$ cat src/rtl/iterative_shift_unit_pkg.sv
// Shared encodings for the iterative shift unit.
// Operation and FSM state types used by the top and the step logic.
package iterative_shift_unit_pkg;

  typedef enum logic [1:0] {
    OP_SHL = 2'b00,
    OP_SHR = 2'b01,
    OP_SAR = 2'b10,
    OP_ROL = 2'b11
  } op_e;

  typedef enum logic [1:0] {
    ST_IDLE  = 2'b00,
    ST_SHIFT = 2'b01,
    ST_DONE  = 2'b10
  } state_e;

endpackage

$ cat src/rtl/iterative_shift_unit_shift_step.sv
// Single 1-bit shift/rotate step, purely combinational.
// SHL path matches the upstream left-shift compute stage.
module shift_step
  import iterative_shift_unit_pkg::*;
#(
  parameter int WIDTH = 8
) (
  input  logic [WIDTH-1:0] r,
  input  op_e              op,
  output logic [WIDTH-1:0] r_next,
  output logic             out
);

  always_comb begin
    r_next = {r[WIDTH-2:0], 1'b0};
    out    = r[WIDTH-1];
    case (op)
      OP_SHR: begin
        r_next = {1'b0, r[WIDTH-1:1]};
        out    = r[0];
      end
      OP_SAR: begin
        r_next = {r[WIDTH-1], r[WIDTH-1:1]};
        out    = r[0];
      end
      OP_ROL: begin
        r_next = {r[WIDTH-2:0], r[WIDTH-1]};
        out    = r[WIDTH-1];
      end
      default: ;
    endcase
  end

endmodule

$ cat src/rtl/iterative_shift_unit.sv
// Multi-cycle shifter: one 1-bit step per clock, N times,
// with carry/zero flags and a one-cycle done pulse.
module iterative_shift_unit
  import iterative_shift_unit_pkg::*;
#(
  parameter int WIDTH = 8,
  parameter int CNT_W = 4
) (
  input  logic             clk,
  input  logic             rst_n,
  input  logic             start,
  input  logic [WIDTH-1:0] A,
  input  logic [CNT_W-1:0] count,
  input  logic [1:0]       op,
  output logic [WIDTH-1:0] Result,
  output logic             carry,
  output logic             zero,
  output logic             busy,
  output logic             done
);

  localparam logic [CNT_W-1:0] CNT_MAX = CNT_W'(WIDTH);
  localparam logic [CNT_W-1:0] CNT_ONE = CNT_W'(1);

  state_e           state, state_n;
  op_e              op_r, op_n;
  logic [CNT_W-1:0] cnt, cnt_n, cnt_sat;
  logic [WIDTH-1:0] res_n, step_r;
  logic             carry_n, step_out;

  shift_step #(
    .WIDTH(WIDTH)
  ) u_step (
    .r     (Result),
    .op    (op_r),
    .r_next(step_r),
    .out   (step_out)
  );

  assign cnt_sat = (count > CNT_MAX) ? CNT_MAX : count;
  assign busy    = (state == ST_SHIFT);
  assign done    = (state == ST_DONE);
  assign zero    = (Result == '0);

  always_comb begin
    state_n = state;
    op_n    = op_r;
    cnt_n   = cnt;
    res_n   = Result;
    carry_n = carry;
    case (state)
      ST_IDLE: begin
        if (start) begin
          res_n   = A;
          op_n    = op_e'(op);
          carry_n = 1'b0;
          cnt_n   = cnt_sat;
          state_n = (cnt_sat == '0) ? ST_DONE : ST_SHIFT;
        end
      end
      ST_SHIFT: begin
        res_n   = step_r;
        carry_n = step_out;
        cnt_n   = cnt - CNT_ONE;
        if (cnt == CNT_ONE) state_n = ST_DONE;
      end
      ST_DONE: state_n = ST_IDLE;
      default: state_n = ST_IDLE;
    endcase
  end

  always_ff @(posedge clk or negedge rst_n) begin
    if (!rst_n) begin
      state  <= ST_IDLE;
      op_r   <= OP_SHL;
      cnt    <= '0;
      Result <= '0;
      carry  <= 1'b0;
    end else begin
      state  <= state_n;
      op_r   <= op_n;
      cnt    <= cnt_n;
      Result <= res_n;
      carry  <= carry_n;
    end
  end

endmodule

$ cat config.mk
export PLATFORM = sky130hd
export DESIGN_NAME = iterative_shift_unit
export DESIGN_NICKNAME = d
export VERILOG_FILES = /design/src/rtl/iterative_shift_unit_pkg.sv /design/src/rtl/iterative_shift_unit_shift_step.sv /design/src/rtl/iterative_shift_unit.sv
export SDC_FILE = /design/constraint.sdc
export NUM_CORES = 1
export LEC_CHECK = 0
export CAP_MARGIN = 5
export CORE_MARGIN = 1.5
export CORE_UTILIZATION = 51
export DETAILED_ROUTE_END_ITERATION = 16
export PLACE_DENSITY = 0.93
export RECOVER_POWER = 100
export SETUP_SLACK_MARGIN = 0.15
export SYNTH_ARGS = -nofsm -noshare
export SYNTH_HDL_FRONTEND = slang
export SYNTH_SLANG_ARGS = --single-unit
$ cat constraint.sdc
create_clock -name clk -period 4.2 [get_ports clk]
set_clock_uncertainty 0.1 [all_clocks]
set_input_delay 1.26 -clock clk [delete_from_list [all_inputs] [get_ports clk]]
set_output_delay 1.26 -clock clk [all_outputs]
set_load 0.02 [all_outputs]
# After elaboration in Yosys (flattened, before gate mapping)
# Index checks and enable logic that the tools add are counted.
[word_totals]
register_bits = 17
[classes]
add_sub_neg = 1
n_lt_le_gt_ge = 1
eq_ne = 9
mux = 13
reduce_logical = 9
[ops]
columns = ["op", "count"]
rows = [
  ["$pmux W8 S3", 1],
  ["$pmux W8 S2", 1],
  ["$logic_not A8 Y1", 1],
  ["$mux W4", 2],
  ["$mux W8", 1],
  ["$pmux W4 S2", 1],
  ["$eq A2 B2 Y1 const B", 3],
  ["$mux W2", 3],
  ["$reduce_and A2 Y1", 3],
  ["$eq A2 B1 Y1 const B", 2],
  ["$eq A4 B1 Y1 const B", 1],
  ["$gt A4 B4 Y1 const B", 1],
  ["$logic_not A4 Y1", 1],
  ["$ne A2 B2 Y1 const B", 2],
  ["$pmux W2 S2", 1],
  ["$sub A4 B1 Y4 const B", 1],
  ["$reduce_and A3 Y1", 1],
  ["$logic_not A2 Y1", 1],
  ["$mux W1", 2],
  ["$ne A2 B1 Y1 const B", 1],
  ["$pmux W1 S2", 1],
  ["$reduce_bool A2 Y1", 1],
  ["$reduce_or A2 Y1", 1],
]

# Longest topological paths before layout
[logic_depth]
ltp_word = 6
ltp_mapped = 6
mapped_depth_nobuf = 5

# Cells and area by module
# Synthesis repeated with hierarchy kept, for this count alone.
[unflattened]
cells_unflattened = 106
hier_area_um2 = 1062.3
[by_module_without_submodules]
columns = ["mod", "n_inst", "cells_each", "area_per_inst_um2", "seq_area_each_um2"]
rows = [
  ["iterative_shift_unit", 1, 85, 882.1, 425.4],
  ["shift_step", 1, 21, 180.2, 0.0],
]

# Worst setup path after synthesis
# Ideal clock, no wire load.
[synth_path]
path_kind = "reg-to-output"
start = "reg Result[3]"
end = "out zero"
arrival_ps = 1304
required_ps = 2840
slack_ps = 1536
path_stages_with_launch = 3
cell_sequence = "dfrtp_1 or4_1 nor2_1"
[synth_via]
elab_chain_cells = 1
[synth_lines]
columns = ["item", "line", "source"]
rows = [
  ["start, declared", "iterative_shift_unit.sv:15", "output logic [WIDTH-1:0] Result,"],
  ["start signal, assigned", "iterative_shift_unit.sv:83", "Result <= res_n;"],
  ["$logic_not A8 Y1", "iterative_shift_unit.sv:43", "assign zero = (Result == '0);"],
  ["end, declared", "iterative_shift_unit.sv:17", "output logic zero,"],
]
# No other way between the ends.

# Final worst setup path
[layout_path]
start = "reg state[0]"
end = "out busy"
[layout_via]
elab_chain_cells = 1
[layout_lines]
columns = ["item", "line", "source"]
rows = [
  ["start, declared", "iterative_shift_unit.sv:25", "state_e state, state_n;"],
  ["start signal, assigned", "iterative_shift_unit.sv:80", "state <= state_n;"],
  ["$eq A2 B1 Y1", "iterative_shift_unit.sv:41", "assign busy = (state == ST_SHIFT);"],
  ["end, declared", "iterative_shift_unit.sv:18", "output logic busy,"],
]
# No other way between the ends.

==> flow_summary_export.csv <==
group,metric,value,unit
sta,hold_viol,0,
final_layout,fin_cells,168,
clock_network,cts_tree,"done",
hold_path,min-delay-start,"carry",
sta,finalSetupTns,0,ns
hold_path,hold_class,"register to register",
hold_path,min_to,"carry",
clock_network,insertion_delay,0.29,ns
global_routing,grt.total_usage,22.71,%
yosys,avgSynthCellArea,9.274,sq um
worst_setup_path,critical_path_buf_inv_count,2,
worst_setup_path,crit_path_end_kind,"primary output",
final_layout,final_core_util,70.03,%
worst_setup_path,ff2ff_path_depth,4,
power_and_ir_drop,p_comb_share,57.2,%
global_routing,grt-ovfl-total,0,
worst_setup_path,cp_max_fo,15,
hold_path,min_path_cells,2,
placement,gpl.final_weighted_congestion,0.9391,
floorplanning,coreArea,1962,sq um
clock_network,clock-sinks,17,
floorplanning,die_x,48.53,um
sta,max_freq,279.5,MHz
sta,fin_crit_sh,85.17,%
power_and_ir_drop,p_sw,0.4972,mW
worst_setup_path,r2r_end,"Result[7]",
clock_network,htreeDepth,1,
final_layout,seqCellArea,425.4,sq um
placement,dpl.cell_count,164,
yosys,synth-seq-area-share,40.24,%
global_routing,first_global_vias,920,
sta,fin_crit,3.577,ns
clock_network,clockRootBuffer,"clkbuf_4",
worst_setup_path,r2r_slack,2.26,ns
final_layout,design_area,1374,sq um
final_layout,n_fill_cell,151,
drt,wl,2.560,mm
drt,viasPerCell,6.000,
floorplanning,placementRows,16,
final_layout,area_growth,29.94,%
power_and_ir_drop,swShare,46.41,%
yosys,synth_top_area_cell,"dfrtp_1",
final_layout,drive_gt1_share,6.383,%
clock_network,cts_made_buffers,3,
power_and_ir_drop,power_density,779.8,nW/um^2
yosys,synth_top_area_share,40.24,%
yosys,synth_seq_cells,17,
power_and_ir_drop,pwr-share-seq,34.5,%
worst_setup_path,start_kind,"register",
drt,drt-initial-drc-count,50,
drt,vias,1008,
yosys,synth_area_leaders,"dfrtp_1 40%, ha_1 7.1%, a221oi_1 6.6%, inv_1 4.6%, a21oi_1 4.3%",
sta,rsz0062_at_grt,"false",
yosys,synth.net_count,137,
worst_setup_path,cpMaxStageDelayCell,"dlygate4sd3_1",
final_layout,nets,165,
drt,first_pass_iters,5,
sta,drv_slew,0,
floorplanning,io_pins,29,
worst_setup_path,critPathKind,"register to primary output",
yosys,yosysWarnings,0,
global_routing,antenna_found_initial,0,
sta,holdWs,0.4081,ns
worst_setup_path,crit_arrival,2.22,ns
worst_setup_path,worstPathRequired,2.84,ns
sta,setup_viol,0,
clock_network,cts-resized-gates,0,
sta,tightest_slew,0.7887,ns
floorplanning,die_h,48.53,um
clock_network,cts_max_path_buffers,2,
worst_setup_path,max_stage_delay,0.69,ns
drt,antenna_left,0,
placement,place_area,1351,sq um
placement,post-dp-hpwl,1.953,mm
power_and_ir_drop,p_int,0.5741,mW
clock_network,cts_hold_buf,0,
yosys,synth.distinct_cells,33,
power_and_ir_drop,vdd_drop_max,0.5423,mV
yosys,syn_inst,114,
clock_network,post-cts-setup-buffers,0,
yosys,synth_area,1057,sq um
worst_setup_path,crit_chain,"nand2b_1, inv_1, dlygate4sd3_1",
global_routing,grt_max_degree,18,
power_and_ir_drop,total_power,1.071,mW
sta,timing.slew.headroom,47.25,%
final_layout,multiInputGateArea,551.8,sq um
clock_network,path_clk_slew,0.10,ns
placement,port_buffers,28,
run_status,outcome,"completed",
drt,drc,0,
floorplanning,die_area,2355,sq um
placement,place_ws,1.038,ns
power_and_ir_drop,p_leak,0.5984,nW
worst_setup_path,cpLargestDelayFamily,"buffers and inverters",
drt,wl_per_cell,15.24,um
power_and_ir_drop,clockPowerShare,8.3,%
final_layout,antenna_cells,0,
sta,layout_setup_ws,0.6227,ns
global_routing,grt_first_pass_wirelength,4.167,mm
flow_run,drv_cap,0,
floorplanning,initial_core_util,53.89,%
worst_setup_path,r2r_start,"state[0]",
-- synth_stat cells --
cell        n
and3_1      1
a21oi_1     9
or2_2       1
o22a_1      1
nor4_1      1
mux2i_1     2
buf_2       4
nand3b_1    1
a222oi_1    1
a31oi_1     1
mux2_2      3
o21bai_1    2
nand2_1     7
dfrtp_1    17
nand2b_1    5
a311oi_1    1
o32a_1      1
ha_1        6
o2bb2ai_1   1
nor3_1      1
nor2b_1     3
o22ai_1     3
or4_1       3
nor2_1      5
o21ba_2     1
a22oi_1     1
inv_1      13
clkbuf_1    2
o31ai_1     5
nor3b_1     1
o21ai_0     2
a221oi_1    8
inv_2       1
-- logic make-up (layout without fill, tap and decap cells) --
logic type | after synthesis | after routing | synth area share, %
compound gates | 37 | 37 | 25.21
mux | 5 | 5 | 5.089
fa+ha+maj | 6 | 6 | 7.100
simple gates | 29 | 29 | 14.79
buf+inv | 20 | 47 | 7.574
flops | 17 | 17 | 40.24
-- worst min-delay path, delay by kind of cell, from the launching register on --
kind	cells	cell delay [ns]
flops	1	0.36
simple gates	1	0.05
compound gates	1	0.06
-- registers in the layout, indices dropped and copies added (netlist names) --
signal  flops
state       2
Result      8
op_r        2
cnt         4
carry       1
-- area by class of cell --
cell class / count / share of cell area (%)
Clock buffer: 4 / 1.913
Inverter: 14 / 3.825
Multi-Input combinational cell: 77 / 40.16
Sequential cell: 17 / 30.97
Tap cell: 27 / 2.459
Timing Repair Buffer: 29 / 20.67
-- per-layer routing --
layer | global-route usage (%) | vias to the layer above | part of all wire (%)
met1 | 29.32 | 474 | 42
met3 | 4.321 | 5 | 8.0
met4 | 7.619 | 0 | 1.0
li1 | - | 472 | -
met2 | 38.43 | 57 | 49
met5 | 0 | - | 0
-- cells in the final DEF, fill, tap and decap left out, types with 5 or more instances in the layout --
cell type / synthesis / routed
a21oi_1: 9 / 9
inv_1: 13 / 13
clkdlybuf4s50_1: 0 / 14
nand2b_1: 5 / 5
dlygate4sd3_1: 0 / 14
a221oi_1: 8 / 8
nor2_1: 5 / 5
o31ai_1: 5 / 5
ha_1: 6 / 6
dfrtp_1: 17 / 17
nand2_1: 7 / 7
-- worst max-delay path by stage --
stage | slack [ns] | cells past startpoint | start | to
detailed placement | 1.04 | 3 | state[0] | busy
floorplan | 1.54 | 2 | Result[3] | zero
global route | 0.49 | 3 | state[0] | busy
global placement | 1.11 | 3 | state[0] | busy
finish | 0.62 | 3 | state[0] | busy
CTS | 0.70 | 3 | state[0] | busy
-- power by group through the flow --
stage,Clock [mW],Sequential [mW],Combinational (mW)
finish,0.0887,0.370,0.613
global route,0.0975,0.388,0.670
CTS,0.0896,0.370,0.636
detailed placement,0,0.374,0.634
global placement,0,0.367,0.619
floorplan,0,0.380,0.403
(Power assumes the default switching activity.)
